### src/rtl/bin2bcd_if.sv
// Handshake and data bundle between the task-number source and the
// sequential binary-to-BCD converter.
interface bin2bcd_if #(
    parameter int WIDTH  = 8,
    parameter int DIGITS = 3
);
    logic                  start;
    logic                  clr;
    logic [WIDTH-1:0]      num;
    logic                  busy;
    logic                  done;
    logic [4*DIGITS-1:0]   bcd;
    logic [DIGITS-1:0]     blank;
    logic                  ovf;

    // Requester side: issues operands and commands, observes results.
    modport master (
        output start, clr, num,
        input  busy, done, bcd, blank, ovf
    );

    // Converter side.
    modport slave (
        input  start, clr, num,
        output busy, done, bcd, blank, ovf
    );
endinterface

### src/rtl/bin2bcd_seq.sv
// Sequential binary-to-BCD converter (shift-and-add-3). Fixed latency of
// WIDTH+1 clocks from the accepted start edge to the result update, with
// start/busy/done handshake, clear/abort, overflow flag, leading-zero blank
// mask and an optional auto-convert-on-change mode.
module bin2bcd_seq #(
    parameter int WIDTH  = 8,
    parameter int DIGITS = 3,
    parameter bit AUTO   = 1'b0
) (
    input  logic       clk,
    input  logic       res_n,
    bin2bcd_if.slave   bus
);
    localparam int BW = 4 * DIGITS;
    localparam int CW = $clog2(WIDTH + 1);
    // Blank mask of an all-zero result: every digit except digit 0 blanked.
    localparam logic [DIGITS-1:0] BLANK_RST = ~DIGITS'(1);

    typedef enum logic [1:0] {
        S_IDLE   = 2'd0,
        S_SHIFT  = 2'd1,
        S_FINISH = 2'd2
    } state_t;

    state_t              r_state;
    state_t              w_state_next;

    logic [WIDTH-1:0]    r_sh;        // operand being shifted out MSB first
    logic [BW-1:0]       r_acc;       // BCD accumulator, hidden until FINISH
    logic                r_ovf_acc;   // any bit lost off the top digit
    logic [CW-1:0]       r_cnt;       // shifts remaining
    logic [WIDTH-1:0]    r_last;      // last operand accepted
    logic                r_first;     // no conversion since reset (AUTO)
    logic                r_busy;
    logic                r_done;
    logic [BW-1:0]       r_bcd;
    logic [DIGITS-1:0]   r_blank;
    logic                r_ovf;

    logic                w_trigger;
    logic                w_load;
    logic                w_shift;
    logic                w_finish;
    logic [BW-1:0]       w_acc_adj;
    logic [DIGITS-1:0]   w_blank;

    // Add-3 correction per digit. A digit is at most 9 here, so the +3 never
    // exceeds 4 bits and no carry crosses into the neighbouring digit.
    generate
        for (genvar gi = 0; gi < DIGITS; gi++) begin : g_adj
            assign w_acc_adj[4*gi +: 4] = (r_acc[4*gi +: 4] >= 4'd5)
                                        ? r_acc[4*gi +: 4] + 4'd3
                                        : r_acc[4*gi +: 4];
        end
    endgenerate

    // Leading-zero mask from the finished accumulator; digit 0 is never blank.
    always_comb begin
        logic w_hi_zero;
        w_blank   = '0;
        w_hi_zero = 1'b1;
        for (int i = DIGITS - 1; i >= 1; i--) begin
            w_hi_zero  = w_hi_zero && (r_acc[4*i +: 4] == 4'd0);
            w_blank[i] = w_hi_zero;
        end
    end

    // Conversion request: explicit start, or in AUTO mode a changed operand
    // (or the very first run after reset).
    assign w_trigger = bus.start ||
                       ((AUTO == 1'b1) && ((bus.num != r_last) || r_first));

    // Next-state and step controls; clear forces IDLE and suppresses all steps.
    always_comb begin
        w_state_next = r_state;
        w_load       = 1'b0;
        w_shift      = 1'b0;
        w_finish     = 1'b0;
        case (r_state)
            S_IDLE: begin
                if (w_trigger) begin
                    w_load       = 1'b1;
                    w_state_next = S_SHIFT;
                end
            end
            S_SHIFT: begin
                w_shift = 1'b1;
                if (r_cnt == CW'(1)) begin
                    w_state_next = S_FINISH;
                end
            end
            S_FINISH: begin
                w_finish     = 1'b1;
                w_state_next = S_IDLE;
            end
            default: w_state_next = S_IDLE;
        endcase
        if (bus.clr) begin
            w_state_next = S_IDLE;
            w_load       = 1'b0;
            w_shift      = 1'b0;
            w_finish     = 1'b0;
        end
    end

    // State register.
    always_ff @(posedge clk) begin
        if (!res_n) begin
            r_state <= S_IDLE;
        end else begin
            r_state <= w_state_next;
        end
    end

    // Datapath: load operand, shift/correct, publish result on FINISH.
    always_ff @(posedge clk) begin
        if (!res_n) begin
            r_sh      <= '0;
            r_acc     <= '0;
            r_ovf_acc <= 1'b0;
            r_cnt     <= '0;
            r_last    <= '0;
            r_first   <= 1'b1;
            r_busy    <= 1'b0;
            r_done    <= 1'b0;
            r_bcd     <= '0;
            r_blank   <= BLANK_RST;
            r_ovf     <= 1'b0;
        end else if (bus.clr) begin
            r_last    <= '0;
            r_busy    <= 1'b0;
            r_done    <= 1'b0;
            r_bcd     <= '0;
            r_blank   <= BLANK_RST;
            r_ovf     <= 1'b0;
        end else begin
            r_done <= 1'b0;
            if (w_load) begin
                r_sh      <= bus.num;
                r_last    <= bus.num;
                r_acc     <= '0;
                r_ovf_acc <= 1'b0;
                r_cnt     <= CW'(WIDTH);
                r_busy    <= 1'b1;
                r_first   <= 1'b0;
            end
            if (w_shift) begin
                r_acc     <= {w_acc_adj[BW-2:0], r_sh[WIDTH-1]};
                r_sh      <= r_sh << 1;
                r_ovf_acc <= r_ovf_acc | w_acc_adj[BW-1];
                r_cnt     <= r_cnt - CW'(1);
            end
            if (w_finish) begin
                r_bcd   <= r_acc;
                r_ovf   <= r_ovf_acc;
                r_blank <= w_blank;
                r_done  <= 1'b1;
                r_busy  <= 1'b0;
            end
        end
    end

    assign bus.busy  = r_busy;
    assign bus.done  = r_done;
    assign bus.bcd   = r_bcd;
    assign bus.blank = r_blank;
    assign bus.ovf   = r_ovf;

endmodule

### src/flat_wrapper.sv
// flat-port wrapper written by rule: the top's interface ports become plain ports
module bin2bcd_seq_flat 
#(
    parameter int WIDTH  = 8,
    parameter int DIGITS = 3,
    parameter bit AUTO   = 1'b0
)
  (clk, res_n, bus_start, bus_clr, bus_num, bus_busy, bus_done, bus_bcd, bus_blank, bus_ovf);
  bin2bcd_if #(.WIDTH(WIDTH), .DIGITS(DIGITS)) bus_i ();
  input  logic clk;
  input  logic res_n;
  input wire logic [$bits(bus_i.start)-1:0] bus_start;
  input wire logic [$bits(bus_i.clr)-1:0] bus_clr;
  input wire logic [$bits(bus_i.num)-1:0] bus_num;
  output wire logic [$bits(bus_i.busy)-1:0] bus_busy;
  output wire logic [$bits(bus_i.done)-1:0] bus_done;
  output wire logic [$bits(bus_i.bcd)-1:0] bus_bcd;
  output wire logic [$bits(bus_i.blank)-1:0] bus_blank;
  output wire logic [$bits(bus_i.ovf)-1:0] bus_ovf;
  assign bus_i.start = bus_start;
  assign bus_i.clr = bus_clr;
  assign bus_i.num = bus_num;
  assign bus_busy = bus_i.busy;
  assign bus_done = bus_i.done;
  assign bus_bcd = bus_i.bcd;
  assign bus_blank = bus_i.blank;
  assign bus_ovf = bus_i.ovf;
  bin2bcd_seq #(.WIDTH(WIDTH), .DIGITS(DIGITS), .AUTO(AUTO)) u_core (.clk(clk), .res_n(res_n), .bus(bus_i));
endmodule
### config.mk
export PLATFORM = sky130hd
export DESIGN_NAME = bin2bcd_seq_flat
export DESIGN_NICKNAME = d
export VERILOG_FILES = /design/src/rtl/bin2bcd_if.sv /design/src/rtl/bin2bcd_seq.sv /design/src/flat_wrapper.sv
export SDC_FILE = /design/constraint.sdc
export NUM_CORES = 1
export LEC_CHECK = 0
export CORE_MARGIN = 3
export CORE_UTILIZATION = 45
export CTS_BUF_LIST = sky130_fd_sc_hd__clkbuf_4
export DETAILED_ROUTE_END_ITERATION = 7
export PLACE_DENSITY_LB_ADDON = 0.05
export SLEW_MARGIN = 10
export SYNTH_ARGS = -nofsm -noshare
export SYNTH_HDL_FRONTEND = slang
export SYNTH_SLANG_ARGS = --single-unit
### constraint.sdc
create_clock -name clk -period 4 [get_ports clk]
set_clock_uncertainty 0.2 [all_clocks]
set_input_delay 1.2 -clock clk [delete_from_list [all_inputs] [get_ports clk]]
set_output_delay 1.2 -clock clk [all_outputs]
set_load 0.01 [all_outputs]
Word level (Yosys, flattened, before mapping)

Cells that the tools add are included.

Add/subtract/negate cells: 4
$lt $le $gt $ge: 3
Bitwise operators: 3
Reductions and logical operators: 9
Muxes and demuxes: 22
Eq/ne operators: 5

Operators by type and width:

| operator                                                           | number |
|---|---|
| 2-to-1 mux 12 bit                                                  | 2 |
| 2-to-1 mux 4 bit                                                   | 5 |
| 2-to-1 mux 8 bit                                                   | 2 |
| adder 4 x 2 -> 4 bit (second input constant)                       | 3 |
| greater-or-equal comparator 4 x 3 -> 1 bit (second input constant) | 3 |
| 2-to-1 mux 1 bit                                                   | 10 |
| logical NOT 4 bit                                                  | 2 |
| == test 4 x 1 -> 1 bit (second input constant)                     | 1 |
| 2-to-1 mux 2 bit                                                   | 2 |
| one-hot mux 2 bit (2 select lines)                                 | 1 |
| AND reduction 2 bit                                                | 2 |
| subtractor 4 x 1 -> 4 bit (second input constant)                  | 1 |
| OR reduction 3 bit                                                 | 1 |
| == test 2 x 1 -> 1 bit (second input constant)                     | 1 |
| == test 2 bit (second input constant)                              | 1 |
| logical NOT 2 bit                                                  | 1 |
| != test 2 x 1 -> 1 bit (second input constant)                     | 1 |
| != test 2 bit (second input constant)                              | 1 |
| inverter 1 bit                                                     | 2 |
| nonzero test 2 bit                                                 | 1 |
| OR reduction 2 bit                                                 | 1 |
| logical AND 1 bit                                                  | 1 |
| OR 1 bit                                                           | 1 |

Word-level logic and storage cells: 56
Register bits: 44
Output and inout bits: 18

Longest topological paths before layout

Gate-level depths: netlist of run 1.

Depth after elaboration: 5
Depth in mapped cells: 6

Worst setup path after synthesis of run 1

Ideal clock, no wire load.

Kind: input port to flip-flop
From: in bus_clr
To: reg u_core.r_sh[0]
Arrival time: 1.979 ns
Stages on the path: 5
Data required time: 3.672 ns
Slack: 1.693 ns
Buffers on the path: 1
Path through: nor4b_2 -> nor2_1 -> buf_2 -> a22oi_1 -> nor2_1

Longest elaborated chain between the ends: 3
Elaborated cells on any way between the ends: 6
Those cells by class: 3 x mux; 1 x bitwise; 2 x reduce/logical

RTL lines:

| element                              | line               | text |
|---|---|---|
| from (decl)                          | flat_wrapper.sv:13 | `input wire logic [$bits(bus_i.clr)-1:0] bus_clr;` |
| 2-to-1 mux 1 bit                     | bin2bcd_seq.sv:98  | `if (bus.clr) begin` |
| nonzero test 2 bit (no source line)  | -                  |  |
| AND reduction 2 bit (no source line) | -                  |  |
| to (signal assigned)                 | bin2bcd_seq.sv:139 | `r_sh <= bus.num;` |
| to (signal assigned)                 | bin2bcd_seq.sv:149 | `r_sh <= r_sh << 1;` |
| to (decl)                            | bin2bcd_seq.sv:28  | `logic [WIDTH-1:0] r_sh;` |

Parallel ways exist; a longest one is shown, timed or not.
A chain may end at the register's enable or synchronous reset.

Worst setup path after layout of run 1

From: in bus_clr
To: reg u_core.r_ovf_acc

Longest elaborated chain between the ends: 3
Elaborated cells on any way between the ends: 6
Those cells by class: 3 x mux; 1 x bitwise; 2 x reduce/logical

RTL lines:

| element                              | line               | text |
|---|---|---|
| 2-to-1 mux 1 bit                     | bin2bcd_seq.sv:98  |  |
| nonzero test 2 bit (no source line)  | -                  |  |
| AND reduction 2 bit (no source line) | -                  |  |
| to (signal assigned)                 | bin2bcd_seq.sv:150 | `r_ovf_acc <= r_ovf_acc \| w_acc_adj[BW-1];` |
| to (decl)                            | bin2bcd_seq.sv:30  | `logic r_ovf_acc;` |

Parallel ways exist; a longest one is shown, timed or not.

==> results of run 1 <==
worst max-delay path: cells and delay by family:
kind,cells,cell delay (ns)
buf+inv,2,0.72
simple gates,2,0.65
compound gates,1,0.24
metrics by stage:
step | utilization | cell area, um2 | setup WS [ns] | hold WS [ns]
final | 0.589 | 2250 | 1.23 | 0.260
after CTS | 0.589 | 2250 | 1.24 | 0.264
after floorplan | - | 1870 | 1.69 | 0.237
after global routing | 0.589 | 2250 | 1.05 | 0.279
after detailed placement | 0.575 | 2200 | 0.868 | 0.247
after global placement | 0.575 | 2200 | 0.888 | 0.244
logic make-up (layout without fill, tap and decap cells):
family                   Yosys count  in the layout  share of synthesized area
AND/OR/NAND/NOR                   59             59                      0.173
other                              1              1                    0.00201
adder cells (fa/ha/maj)            9              9                     0.0604
AO/OA/AOI/OAI                     61             61                      0.215
XOR/XNOR                           1              1                    0.00470
flip-flops                        44             44                      0.472
buffers and inverters             23             54                     0.0543
multiplexers                       3              3                     0.0181
power breakdown:
part | internal (mW) | total (mW) | switching, mW
sequential | 0.445 | 0.450 | 0.00459
clock | 0.0813 | 0.211 | 0.129
combinational | 0.0252 | 0.0549 | 0.0297
area by class of cell:
cell class	count	area, um2	share of cell area
multi-input combinational	134	883	0.392
sequential	44	881	0.391
timing repair buffer	35	333	0.148
tap	48	60.1	0.0266
clock buffer	7	52.6	0.0233
inverter	11	41.3	0.0183
clock inverter	1	3.75	0.00166
final timing paths:
path,end,cells past startpoint,start
max,u_core.r_ovf_acc,5,bus_clr
min,u_core.r_sh[7],2,u_core.r_sh[7]
max reg2reg,u_core.r_acc[10],6,u_core.r_acc[9]
min reg2reg,u_core.r_sh[7],2,u_core.r_sh[7]
cell usage after synthesis (all sizes together) (2+ instances only):
| cell type | n | share of area |
|---|---|---|
| o21ai | 11 | 0.030 |
| nor2 | 9 | 0.019 |
| nor3 | 2 | 0.0054 |
| nor3b | 6 | 0.030 |
| a21oi | 19 | 0.051 |
| o211ai | 3 | 0.012 |
| dfxtp | 44 | 0.47 |
| nand2b | 5 | 0.017 |
| a22oi | 11 | 0.044 |
| nor2b | 2 | 0.0067 |
| nand4 | 4 | 0.013 |
| mux2 | 3 | 0.018 |
| clkbuf | 2 | 0.0047 |
| nand2 | 14 | 0.028 |
| ha | 9 | 0.060 |
| a22o | 13 | 0.061 |
| buf | 10 | 0.027 |
| inv | 10 | 0.020 |
| nand3 | 14 | 0.038 |
registers in the layout, summed over array words and instances (netlist names):
signal,count
u_core.r_acc,12
u_core.r_state,2
u_core.bus.blank,2
u_core.bus.ovf,1
u_core.bus.done,1
u_core.r_sh,8
u_core.r_cnt,4
u_core.bus.busy,1
u_core.r_ovf_acc,1
u_core.bus.bcd,12
per-layer routing:
| layer | global-route usage | vias up |
|---|---|---|
| met5 | 0 | - |
| met4 | 0.0404 | 0 |
| li1 | - | 774 |
| met2 | 0.264 | 36 |
| met1 | 0.214 | 747 |
| met3 | 0.0532 | 2 |
placed cells by master (no fill, tap or decap), drive strengths merged, types with 4 or more instances in the layout:
master / count
dfxtp: 44
clkdlybuf4s50: 28
a21oi: 19
nand2: 14
nand3: 14
a22o: 13
a22oi: 11
o21ai: 11
inv: 10
ha: 9
nor2: 9
clkbuf: 7
buf: 7
nor3b: 6
nand2b: 5
nand4: 4
==> impl_metrics.toml, run 1 <==
[outcome]
status = "finished clean"

[placement]
gp_congestion = 0.747
hpwl_mm = 2.67
port_buffers = 28
dp.cells = 272

[timing]
period_minus_slack_ns = 2.77
slew_violations = 0
fin_crit_sh = 0.691
rsz0062_at_grt = "false"
relSlewSlack = 0.555
finalSetupViolations = 0
finalSetupTns_ns = 0
worst_pin_slew_ns = 0.667
hold_violations = 0
fmax_mhz = 362

[global_routing]
grt_pass1_wl_mm = 6.61
grt_overflow_total = 0
grtUsageTotal = 0.165
antenna_found_initial = 0
grt_max_degree = 19
grt_pass1_vias = 1475

[min_path]
hold_class = "reg -> reg"

[logic_synthesis]
syn_area_mm2 = 0.00187
syn_nets = 222
yosysSeqAreaShare = 0.472
synth_enable_flop_cells = 0
yosys_warnings = 0
ys_types = 35
synthFlopType = "dfxtp_1"
avgSynthCellArea_um2 = 9.28
ys_seq_elements = 44
ys_async_sr_fraction = 0
synthCells = 201

[detailed_routing]
drc = 0
viasPerCell = 5.57
drtAntennaViolNets = 0
vias = 1559
drt_iter0_drc = 89
dr.max_layer_used = "met4"
wl_met1_mm = 1.83
first_pass_iters = 4
post_drt_wl_per_cell_um = 13.6
wl_met3_um = 182
drt-total-wl_mm = 3.80
wl_met2_mm = 1.76

[clock_tree]
hold_buffers = 0
cts_inserted_buffers = 5
cts_tree = "built"
htree_levels = 2
postCtsSetupBuffers = 0
clock-sinks = 44
insertion_delay_ns = 0.35
post_cts_resized = 0
cts-root-buf = "clkbuf_4"
clkSlewWorstSetupHoldPaths_ns = 0.11
clockBufferDepth = 2

[critical_path]
r2r_setup_slack_ns = 2.11
cp.required_ns = 4.06
start_kind = "input port"
cp_cell_sequence = "clkdlybuf4s50_1, nor3b_4, buf_4, nand2_1, o32ai_1"
cp.arrival_ns = 2.83
cp-end-kind = "flip-flop"
crit_slowest_cell = "nor3b_4"
path_max_fanout = 15
worst-setup-path-type = "in -> reg"
slowest_delay_ns = 0.50

[cells_and_area]
nFillCells = 345
design.final.nets = 252
area_growth_pct = 20.9
stdcell_count = 280
drive_above_1_share = 0.0862
num_antenna_cells = 0

[floorplanning]
dieWidth_um = 70.4
die_y_um = 70.4
die-area_mm2 = 0.00495
core-area_mm2 = 0.00383
start_util = 0.488
rows = 22
io-pin-count = 30

[pwr]
ir_drop_mv = 0.157
power_mw = 0.715
p_leak_nw = 0.800
p_per_area_mw_per_mm2 = 317

[run]
cap_violations = 0
Power figures use the tool's default switching activity.
==> inputs of run 2 (changes only) <==
==> constraint.sdc (replaced) <==
create_clock -name clk -period 2.8 [get_ports clk]
set_clock_uncertainty 0.2 [all_clocks]
set_input_delay 0.84 -clock clk [delete_from_list [all_inputs] [get_ports clk]]
set_output_delay 0.84 -clock clk [all_outputs]
set_load 0.01 [all_outputs]
==> impl_metrics.toml, run 2 (synthesis results as in run 1) <==
[global_routing]
grt_pass1_vias = 1502
grt_pass1_wl_mm = 6.87
antenna_found_initial = 0
grt_overflow_total = 0
grtUsageTotal = 0.170
grt_max_degree = 28

[clock_tree]
clkSlewWorstSetupHoldPaths_ns = 0.12
cts_tree = "built"
post_cts_resized = 0
hold_buffers = 0
clock-sinks = 44
clockBufferDepth = 2
postCtsSetupBuffers = 0
insertion_delay_ns = 0.35
htree_levels = 2
cts-root-buf = "clkbuf_4"
cts_inserted_buffers = 5

[pwr]
ir_drop_mv = 0.275
p_per_area_mw_per_mm2 = 452
p_int_mw = 0.790
p_leak_nw = 0.809
sw_frac_of_total = 0.232
comb_power_share = 0.079
power_mw = 1.03
pwr-share-seq = 0.624
power_switching_mw = 0.238
p_clk_frac = 0.296

[cells_and_area]
layout_commonest_cell = "dfxtp_1"
num_antenna_cells = 0
mostFrequentLayoutCells = "dfxtp_1, clkdlybuf4s50_1, a21oi_1"
drive_above_1_share = 0.0901
area_growth_pct = 21.9
stdcell_count = 281
final_core_util = 0.595
design.final.nets = 253

[outcome]
status = "finished clean"

[floorplanning]
io-pin-count = 30
start_util = 0.488
rows = 22
core-area_mm2 = 0.00383
die-area_mm2 = 0.00495
die_y_um = 70.4
dieWidth_um = 70.4

[timing]
worst_pin_slew_ns = 0.829
rsz0062_at_grt = "false"
hold_violations = 0
fin_crit_sh = 0.895
fmax_mhz = 399
period_minus_slack_ns = 2.51
slew_violations = 0
relSlewSlack = 0.445
finalSetupViolations = 0

[critical_path]
slowest_delay_ns = 0.64
cp.arrival_ns = 2.59
worst-setup-path-type = "in -> reg"
r2r.worst_path.cells = 5
path_max_fanout = 12
reg2reg_to = "u_core.r_sh[6]"
cp_cell_sequence = "clkdlybuf4s50_1, nor4b_2, nor2_1, buf_4, nand2_1, a21oi_1"
cp-end-kind = "flip-flop"
crit_slowest_cell = "nor2_1"
r2r_setup_slack_ns = 0.91
r2r_start = "u_core.r_state[0]"
start_kind = "input port"
cp.required_ns = 2.88

[min_path]
hp-start = "u_core.bus.blank[2]"
hold_class = "reg -> reg"
hold_depth = 2
min_to = "u_core.bus.blank[2]"

[run]
cap_violations = 0

[detailed_routing]
drt_iter0_drc = 115
drtAntennaViolNets = 0
drc = 0
drt-total-wl_mm = 3.95
post_drt_wl_per_cell_um = 14.0
viasPerCell = 5.57
vias = 1566
first_pass_iters = 4

[placement]
hpwl_mm = 2.78
port_buffers = 28
gp_congestion = 0.781
dp.cells = 273
[run 2: layer usage]
metal,track usage,vias to the layer above,routed length [um]
met5,0,-,0
met4,0.0489,0,0
met3,0.0446,0,188
met2,0.285,49,1960
met1,0.213,736,1790
li1,-,781,-
[run 2: cell type report]
| class | instances | area [um2] |
|---|---|---|
| clock buffer | 7 | 52.6 |
| multi-input combinational | 134 | 883 |
| fill | 333 | 1550 |
| timing repair buffer | 36 | 353 |
| inverter | 11 | 41.3 |
| tap | 48 | 60.1 |
| clock inverter | 1 | 3.75 |
| sequential | 44 | 881 |
[run 2: worst max path at each step]
stage	from	end	slack, ns	cells after the start
2_1_floorplan	bus_clr	u_core.r_sh[0]	0.85	5
3_3_place_gp	bus_clr	u_core.r_sh[5]	0.02	6
3_5_place_dp	bus_clr	u_core.r_sh[6]	-0.06	6
4_1_cts	bus_clr	u_core.r_sh[6]	0.31	6
5_1_grt	bus_clr	u_core.r_sh[7]	0.17	6
6_report	bus_clr	u_core.r_sh[6]	0.29	6
[run 2: worst max-delay path, delay by kind of cell]
| kind | cells | cell delay (ns) |
|---|---|---|
| buffers and inverters | 2 | 0.84 |
| AO/OA/AOI/OAI | 1 | 0.13 |
| AND/OR/NAND/NOR | 3 | 0.78 |
[run 2: power by group through the flow]
stage | Clock [mW] | Sequential [mW] | Combinational (mW)
after floorplan | 0 | 0.655 | 0.0471
after global placement | 0 | 0.656 | 0.0790
after detailed placement | 0 | 0.657 | 0.0820
after CTS | 0.316 | 0.643 | 0.0820
after global routing | 0.344 | 0.644 | 0.0907
final | 0.305 | 0.642 | 0.0813
[run 2: through the flow]
step	worst slack, ns	area [um2]	hold slack, ns	TNS (ns)
floorplan	0.853	1870	0.237	0
global placement	0.0158	2220	0.243	0
detailed placement	-0.0605	2220	0.249	-0.477
CTS	0.312	2270	0.269	0
global route	0.174	2270	0.286	0
finish	0.295	2270	0.267	0
==> edit (flow settings as in run 1) <==
`WIDTH` is set to 8 in 3 places; all go to 16.
--- a/src/rtl/bin2bcd_if.sv
+++ b/src/rtl/bin2bcd_if.sv
@@ -1,7 +1,7 @@
 // Handshake and data bundle between the task-number source and the
 // sequential binary-to-BCD converter.
 interface bin2bcd_if #(
-    parameter int WIDTH  = 8,
+    parameter int WIDTH  = 16,
     parameter int DIGITS = 3
 );
     logic                  start;
--- a/src/rtl/bin2bcd_seq.sv
+++ b/src/rtl/bin2bcd_seq.sv
@@ -3,7 +3,7 @@
 // start/busy/done handshake, clear/abort, overflow flag, leading-zero blank
 // mask and an optional auto-convert-on-change mode.
 module bin2bcd_seq #(
-    parameter int WIDTH  = 8,
+    parameter int WIDTH  = 16,
     parameter int DIGITS = 3,
     parameter bit AUTO   = 1'b0
 ) (
--- a/src/flat_wrapper.sv
+++ b/src/flat_wrapper.sv
@@ -1,7 +1,7 @@
 // flat-port wrapper written by rule: the top's interface ports become plain ports
 module bin2bcd_seq_flat 
 #(
-    parameter int WIDTH  = 8,
+    parameter int WIDTH  = 16,
     parameter int DIGITS = 3,
     parameter bit AUTO   = 1'b0
 )
Interface: changed (resized bus_num); port bits go from 30 to 38. The function was not compared with the original's and may differ.
==> edit against run 1 <==
Combinational power is 51% higher. Sequential cell count grew 9. Area after synthesis up 28%. Utilization shrank 1.9 points. Wire length increased by 18%. Worst setup slack lost 0.11 ns. Design area is 24% higher. Total power up 21%. Count of clock-buffer cells in the layout fell by 1. Sequential share of layout area decreased by 1.2 points. Highest routed layer unchanged.
==> edit: results (changes against run 1) <==
clk tree area frac 0.0174 (-0.00755); Worst Tran Pin Value 0.949 ns (+0.282 ns); Int Power 0.658 mW (+19%); area of the multi-input gates 1190 µm² (+35%); detailed placer's ending HPWL 3090 µm (+16%); Syn Nets 268 (+21%); status finished clean; pre-CTS setup slack 0.691 ns (-0.177 ns); met3 wire len 182 µm (unchanged); buffer share of cell area 0.137 (-0.0109); first-pass GRT wire length 7800 µm (+18%); Reg clk slew, reported paths 0.14 ns (+0.03 ns); Clk Latency, worst-skew pair 0.37 ns (+0.02 ns); number of fill cells in the layout 473 (+37%); nets 298 (+18%); met1 WL 2290 µm (+25%); share of cells above drive strength 1 0.0446 (-0.0416); Total GRT Usage 0.156 (-0.00843); VDD IR max 0.161 mV (+2.6%); placed cells 329 (+21%); max FFs per register 16; via count 1777 (+14%); routing usage on met3 0.0374 (-0.0158); Cell Area, Synth 2380 µm² (+28%); setup tns final 0 ns (unchanged); CLK BUF 6 (-1); M1 GR Usage 0.211 (-0.00283); Post-synth top cells 53 x dfxtp_1, 21 x nand2_1, 20 x a22o_1, 18 x mux2i_1, 16 x o211a_1; Synth Instances 239 (+19%); Syn-to-layout area delta 17.7%; invs w/o clock 9 (-2); htree depth 2 (unchanged); GP Congestion 0.742 (-0.75%); post-route ant nets 0 (unchanged); post-CTS setup buffers 0 (unchanged); Clock Sink Count 53 (+20%); critical path arrival 2.96 ns (+0.13 ns); vias in the first global route 1685 (+14%); largest net degree at the start of global routing 30 (+11); register area 1060 µm² (+20%); top sig layer met4; Placed Area 2750 µm² (+25%); register area share after synthesis 0.446 (-0.0263); Port Buffers 36 (+29%); Synth area leaders dfxtp_1 45%, mux2i_1 7.6%, a22o_1 7.4%, o211a_1 6.7%, ha_1 4.7%; DR WL met2 1950 µm (+10%); multi-input gates 161 (+20%); Non-Filler Instances 336 (+20%); final wirelength 4500 µm (+18%); GR Util met2 0.242 (-0.0221); worst-path fanout max 17 (+2); Non-clk bufs 39 (+11%); root buffer selected by CTS clkbuf_4; Unique masters post-synth 43 (+23%); initial antenna violation count 0 (unchanged); n_diodes 0 (unchanged); Iteration-0 DRC Markers 112 (+26%); Lkg Pwr 1.21 nW (+52%)
-- edit: cell count changes after synthesis, sizes merged, moves of 4 or more --
cell / run 1 / this run
a21oi: 19 / 7
a22o: 13 / 20
a22oi: 11 / 0
dfxtp: 44 / 53
mux2i: 0 / 18
nand2: 14 / 21
nand3: 14 / 1
nor3: 2 / 7
nor3b: 6 / 2
o211a: 0 / 16
-- edit: worst max-delay path: stages --
cell and delay (ns):
clkdlybuf4s50_1 0.50, nor2_1 0.23, o21a_1 0.51, buf_4 0.30
nand3_1 0.09, o211a_1 0.12
-- edit: power by group through the flow --
stage | clock [mW] | combinational, mW | sequential (mW)
after floorplan | 0 | 0.0569 | 0.561
after global placement | 0 | 0.0830 | 0.565
after detailed placement | 0 | 0.0841 | 0.565
after CTS | 0.236 | 0.0844 | 0.553
after global routing | 0.257 | 0.0935 | 0.556
final | 0.226 | 0.0830 | 0.553
-- edit: worst paths after layout --
kind,to,from,cells past startpoint,slack [ns]
min reg2reg,u_core.r_ovf_acc$_SDFFE_PN0P_,u_core.r_ovf_acc$_SDFFE_PN0P_,2,0.28
max,u_core.r_cnt[3]$_SDFFE_PN0P_,bus_clr,6,1.13
max reg2reg,u_core.bus.bcd[1]$_SDFFE_PP0P_,u_core.r_state[0]$_SDFFE_PP0P_,3,1.98
min,u_core.r_ovf_acc$_SDFFE_PN0P_,u_core.r_ovf_acc$_SDFFE_PN0P_,2,0.28
-- edit: logic make-up (layout without fill, tap and decap cells) --
kind of cell               after synthesis  in the layout  synth area share
and+or+nand+nor                         65             65             0.141
AOI/OAI and AO/OA                       61             61             0.208
DFF                                     53             53             0.446
buffers and inverters                   25             55            0.0542
muxes                                   18             18            0.0757
adders and majority gates                9              9            0.0473
xor gates and xnor gates                 7              7            0.0258
other                                    1              1           0.00158
